`src/rtl/tlc_pkg.sv`:
```
// Shared encodings for the N-approach traffic-light controller:
// one-hot FSM states and the {g,y,r} lamp codes driven per direction.
package tlc_pkg;

    localparam logic [2:0] S_GREEN  = 3'b100;
    localparam logic [2:0] S_YELLOW = 3'b010;
    localparam logic [2:0] S_ALLRED = 3'b001;

    typedef enum logic [2:0] {
        ST_GREEN  = S_GREEN,
        ST_YELLOW = S_YELLOW,
        ST_ALLRED = S_ALLRED
    } tlc_state_e;

    localparam logic [2:0] L_G = 3'b100;
    localparam logic [2:0] L_Y = 3'b010;
    localparam logic [2:0] L_R = 3'b001;

endpackage

```
`src/rtl/tlc_rr_pick.sv`:
```
// Rotate-priority picker: returns the first set request bit found when
// scanning phase+1, phase+2, ... (mod NDIR). 'any' is low when no bit is set,
// in which case nxt simply echoes phase.
module tlc_rr_pick #(
    parameter  int NDIR = 4,
    localparam int PW   = $clog2(NDIR)
) (
    input  logic [NDIR-1:0] req,
    input  logic [PW-1:0]   phase,
    output logic [PW-1:0]   nxt,
    output logic            any
);

    // w_cand[k] is the direction visited at scan position k (offset k+1)
    logic [PW-1:0] w_cand [NDIR];

    genvar gi;
    generate
        for (gi = 0; gi < NDIR; gi++) begin : g_cand
            logic [PW:0] w_sum;
            assign w_sum       = {1'b0, phase} + (PW+1)'(gi + 1);
            assign w_cand[gi]  = (w_sum >= (PW+1)'(NDIR)) ? PW'(w_sum - (PW+1)'(NDIR))
                                                           : PW'(w_sum);
        end
    endgenerate

    // Scan from the farthest offset down so the nearest requester wins last
    always_comb begin
        nxt = phase;
        any = 1'b0;
        for (int k = NDIR - 1; k >= 0; k--) begin
            if (req[w_cand[k]]) begin
                nxt = w_cand[k];
                any = 1'b1;
            end
        end
    end

endmodule

```
`src/rtl/traffic_light_ctrl_n.sv`:
```
// N-approach traffic-light controller: GREEN -> YELLOW -> ALLRED -> GREEN,
// intervals counted on 'tick', sticky per-direction requests served
// round-robin. Optional emergency preemption is built when the macro
// TLC_PREEMPT_EN is defined; the default build has no preempt port.
module traffic_light_ctrl_n
    import tlc_pkg::*;
#(
    parameter  int NDIR        = 4,
    parameter  int TW          = 8,
    parameter  int T_GREEN_MIN = 10,
    parameter  int T_YELLOW    = 3,
    parameter  int T_ALLRED    = 1,
    localparam int PW          = $clog2(NDIR)
) (
    input  logic              clk,
    input  logic              rst,
    input  logic              tick,
    input  logic [NDIR-1:0]   car,
`ifdef TLC_PREEMPT_EN
    input  logic              preempt,
`endif
    output logic [3*NDIR-1:0] lights,
    output logic [PW-1:0]     phase,
    output logic              busy
);

    localparam logic [TW-1:0]     C_GMIN   = TW'(T_GREEN_MIN - 1);
    localparam logic [TW-1:0]     C_YEL    = TW'(T_YELLOW - 1);
    localparam logic [TW-1:0]     C_AR     = TW'(T_ALLRED - 1);
    localparam logic [TW-1:0]     C_MAX    = '1;
    localparam logic [3*NDIR-1:0] C_RST_LT = {{(NDIR-1){L_R}}, L_G};

    tlc_state_e        r_state, w_state_next;
    logic [PW-1:0]     r_phase, w_phase_next;
    logic [TW-1:0]     r_cnt, w_cnt_next;
    logic [NDIR-1:0]   r_req, w_req_next;
    logic [3*NDIR-1:0] r_lights, w_lights_next;
    logic              r_busy;
    logic [PW-1:0]     w_nxt;
    logic              w_any;
    logic              w_preempt;
    logic              w_grant;

`ifdef TLC_PREEMPT_EN
    assign w_preempt = preempt;
`else
    assign w_preempt = 1'b0;
`endif

    tlc_rr_pick #(.NDIR(NDIR)) u_pick (
        .req   (r_req),
        .phase (r_phase),
        .nxt   (w_nxt),
        .any   (w_any)
    );

    // Next-state, next-phase and interval counter
    always_comb begin
        w_state_next = r_state;
        w_phase_next = r_phase;
        w_grant      = 1'b0;
        case (r_state)
            ST_GREEN: begin
                if (tick && (w_preempt || (r_cnt >= C_GMIN && |r_req)))
                    w_state_next = ST_YELLOW;
            end
            ST_YELLOW: begin
                if (tick && r_cnt == C_YEL)
                    w_state_next = ST_ALLRED;
            end
            ST_ALLRED: begin
                if (!w_preempt && tick && r_cnt == C_AR) begin
                    w_state_next = ST_GREEN;
                    if (w_any) begin
                        w_phase_next = w_nxt;
                        w_grant      = 1'b1;
                    end
                end
            end
            default: w_state_next = ST_GREEN;
        endcase

        if (w_state_next != r_state)
            w_cnt_next = '0;
        else if (r_state == ST_ALLRED && w_preempt)
            w_cnt_next = '0;
        else if (tick && r_cnt != C_MAX)
            w_cnt_next = r_cnt + TW'(1);
        else
            w_cnt_next = r_cnt;
    end

    // Per-direction request latch and lamp decode of the next state/phase
    genvar gi;
    generate
        for (gi = 0; gi < NDIR; gi++) begin : g_dir
            logic w_set, w_clr, w_own;
            assign w_set = car[gi] && (r_phase != PW'(gi));
            assign w_clr = w_grant && (w_nxt == PW'(gi));
            assign w_req_next[gi] = (r_req[gi] | w_set) & ~w_clr;
            assign w_own = (w_phase_next == PW'(gi));
            assign w_lights_next[3*gi +: 3] =
                (w_own && w_state_next == ST_GREEN)  ? L_G :
                (w_own && w_state_next == ST_YELLOW) ? L_Y : L_R;
        end
    endgenerate

    // FSM state, counters and registered lamp/busy outputs
    always_ff @(posedge clk or posedge rst) begin
        if (rst) begin
            r_state  <= ST_GREEN;
            r_phase  <= '0;
            r_cnt    <= '0;
            r_req    <= '0;
            r_lights <= C_RST_LT;
            r_busy   <= 1'b0;
        end else begin
            r_state  <= w_state_next;
            r_phase  <= w_phase_next;
            r_cnt    <= w_cnt_next;
            r_req    <= w_req_next;
            r_lights <= w_lights_next;
            r_busy   <= (w_state_next != ST_GREEN);
        end
    end

    assign lights = r_lights;
    assign phase  = r_phase;
    assign busy   = r_busy;

endmodule

```
`config.mk`:
```
export PLATFORM = sky130hd
export DESIGN_NAME = traffic_light_ctrl_n
export DESIGN_NICKNAME = d
export VERILOG_FILES = /design/src/rtl/tlc_pkg.sv /design/src/rtl/tlc_rr_pick.sv /design/src/rtl/traffic_light_ctrl_n.sv
export SDC_FILE = /design/constraint.sdc
export NUM_CORES = 1
export LEC_CHECK = 0
export ABC_CLOCK_PERIOD_IN_PS = 2900
export CORE_UTILIZATION = 30
export CTS_CLUSTER_SIZE = 24
export DETAILED_ROUTE_END_ITERATION = 8
export PLACE_DENSITY = 0.61
export SLEW_MARGIN = 20
export SYNTH_ARGS = -nofsm -noshare
export SYNTH_HDL_FRONTEND = slang
export SYNTH_HIERARCHICAL = 1
export SYNTH_SLANG_ARGS = --single-unit
```
`constraint.sdc`:
```
create_clock -name clk -period 2.9 [get_ports clk]
set_input_delay 0.87 -clock clk [delete_from_list [all_inputs] [get_ports clk]]
set_output_delay 0.87 -clock clk [all_outputs]
set_load 0.05 [all_outputs]
```
==> flow_metrics.env <==
export IMPL_grt_start_max_net_pins=31
export IMPL_ys_seq_area_share_pct=48.3
export IMPL_vias_per_cell=5.01
export IMPL_cts_sinks=30
export IMPL_area_growth_pct=33.9
export IMPL_core_area_um2=4880
export IMPL_hold_path_class="register to register"
export IMPL_synthDominantCellAreaShare_pct=39.9
export IMPL_stdcell_count=267
export IMPL_syn_num_nets=172
export IMPL_final_net_count=211
export IMPL_antennaDiodeCount=0
export IMPL_path_clk_slew_ns=0.07
export IMPL_fin_util_pct=43.0
export IMPL_drive_above_1_share_pct=16.5
export IMPL_num_rows=25
export IMPL_rsz0062_at_grt="no"
export IMPL_yosysWarnings=6
export IMPL_synth_area_um2=1570
export IMPL_power_density_nw_per_um2=715
export IMPL_yosys_area_top_type="dfrtp_1"
export IMPL_post_route_period_util_pct=91.6
export IMPL_leakage_nw=0.899
export IMPL_hold_viol_final=0
export IMPL_design_die_area_um2=5510
export IMPL_portBuffers=21
export IMPL_grt_pass1_wl_um=6070
export IMPL_die_w_um=74.3
export IMPL_post_route_drc_count=0
export IMPL_pin_count=22
export IMPL_cts_htree_levels=2
export IMPL_outcome="finished, final reports clean"
export IMPL_syn_avg_cell_area_um2=9.79
export IMPL_antenna_left=0
export IMPL_clock_skew_final_ns=0.00997
export IMPL_clk_latency_ns=0.29
export IMPL_gp_congestion=0.786
export IMPL_ir_worst_vdd_uv=279
export IMPL_finalWirelength_um=3570
export IMPL_firstDrtPassIters=4
export IMPL_cts_tree="done"
export IMPL_pre_cts_slack_ns=-0.0382
export IMPL_grt_pass1_vias=1302
export IMPL_hpwl_um=2410
export IMPL_fp_dieH_um=74.3
export IMPL_maxSlewViolCount=0
export IMPL_cts_made_buffers=5
export IMPL_cts_root_buf="clkbuf_8"
export IMPL_path_max_fanout=4
export IMPL_ys_types=39
export IMPL_setup_ws_ns=0.244
export IMPL_critPathRequiredTime_ns=3.09
export IMPL_start_kind="input port"
export IMPL_drtIter0Drc=66
export IMPL_seq_area_um2=757
export IMPL_cp_end_kind="register"
export IMPL_finalPower_mw=1.50
export IMPL_dpl_cell_count=259
export IMPL_grt_antenna_before_repair=0
export IMPL_max_freq_mhz=377
export IMPL_cts_max_path_buffers=2
export IMPL_path_class="input port to register"
export IMPL_setup_violations=0
export IMPL_ys_seq_elements=30
export IMPL_synthCells=160
export IMPL_initial_core_util_pct=32.1
export IMPL_wl_per_cell_um=13.4
export IMPL_max_cap_viol_count=0
export IMPL_slew_headroom_pct=66.7
export IMPL_worst_slew_pin_transition_ns=0.498
export IMPL_fill_cells=501
export IMPL_arrival_ns=2.84
export IMPL_synthTopCellsByArea="dfrtp_1, dfstp_2, inv_1, ha_1, mux2i_1"
export IMPL_grtUsageTotal_pct=14.7
export IMPL_multi_input_area_um2=731
export IMPL_period_needed_ns=2.66
export IMPL_setup_tns_ns=0
export IMPL_via_count=1339
export IMPL_overflow=0
## cells by family after synthesis
| group | after synthesis | share of synthesized area, % |
|---|---|---|
| adders and majority gates | 5 | 3.99 |
| AOI/OAI and AO/OA | 34 | 14.1 |
| muxes | 6 | 3.83 |
| buffers and inverters | 21 | 5.11 |
| xor gates and xnor gates | 1 | 0.559 |
| and+or+nand+nor | 63 | 24.0 |
| DFF | 30 | 48.3 |
## per-layer routing
metal	vias up	global-route usage (%)	routed length [um]
li1	663	-	-
met1	643	20.9	1790
met2	24	20.7	1600
met3	9	3.39	109
met4	0	7.55	70
met5	-	0	0
## cell type report
type | instances | share of cell area (%)
flip-flops and latches | 30 | 36.1
clock inverters | 2 | 2.86
multi-input cells | 109 | 34.8
clock buffers | 6 | 3.94
well taps | 67 | 4.00
repair buffers | 35 | 15.0
inverters | 18 | 3.22
## cell usage in the layout (no fill, tap or decap), types with 6 or more instances in the layout
cell type	synthesis	layout
nor2_1	11	11
clkbuf_8	0	6
nand3_1	7	7
nor4_1	8	8
nand2b_1	6	6
nor3_1	10	10
dfrtp_1	25	25
inv_1	18	18
clkdlybuf4s50_1	0	21
mux2i_1	6	6
a21oi_1	11	11
buf_4	0	14
## worst paths after layout
kind | from | end | slack, ns | cells after the start
max | tick | lights[8]$_DFF_PP0_ | 0.24 | 6
max reg2reg | r_cnt[0]$_DFFE_PP0P_ | r_cnt[6]$_DFFE_PP0P_ | 0.74 | 8
max in group asynchronous | rst | lights[2]$_DFF_PP1_ | 1.63 | 3
min | r_state[2]$_DFF_PP1_ | lights[0]$_DFF_PP0_ | 0.57 | 1
min reg2reg | r_state[2]$_DFF_PP1_ | lights[0]$_DFF_PP0_ | 0.57 | 1
min in group asynchronous | rst | r_cnt[2]$_DFFE_PP0P_ | 0.95 | 3
## sequential cells by signal, summed over array words and instances (netlist names)
name	flops
busy	1
lights	12
phase	2
r_cnt	8
r_req	4
r_state	3
## power by group
part           leakage (nW)  switching [mW]  internal (mW)
combinational         0.447           0.253          0.168
clock                0.0714           0.164          0.366
sequential            0.380          0.0697          0.477
total                 0.899           0.487           1.01
## cells in the mapped netlist, drive strengths merged
cell type  count
a2111oi        3
a211oi         2
a21boi         1
a21oi         11
a221o          1
a31oi          5
a41oi          1
and2           1
and4           1
clkbuf         3
dfrtp         25
dfstp          5
ha             5
inv           18
mux2i          6
nand2          5
nand2b         6
nand3          7
nand4          2
nor2          11
nor2b          2
nor3          10
nor3b          1
nor4          10
nor4bb         2
o2111a         1
o21a           1
o21ai          4
o21bai         1
o22ai          2
o2bb2ai        1
or2            1
or3b           2
or4            2
xnor2          1
## repair_timing
| action | in CTS | in global routing |
|---|---|---|
| resized for setup | 0 | 1 |
| buffers inserted | 0 | 0 |
| hold buffers | 0 | 0 |
| endpoints found under the setup margin | 0 | 1 |
## worst max-delay path, cell delays in order
cell and delay [ns]:
clkdlybuf4s50_1 0.50, or3b_2 0.50, nor4_4 0.36, mux2i_1 0.27, inv_1 0.11, nor4_1 0.23
## per-stage QoR
step / hold WS (ns) / area, um^2
CTS: 0.570 / 2100
finish: 0.572 / 2100
floorplan: 0.514 / 1570
global route: 0.586 / 2100
detailed placement: 0.555 / 1950
global placement: 0.540 / 1950
Power figures use the tool's default switching activity.
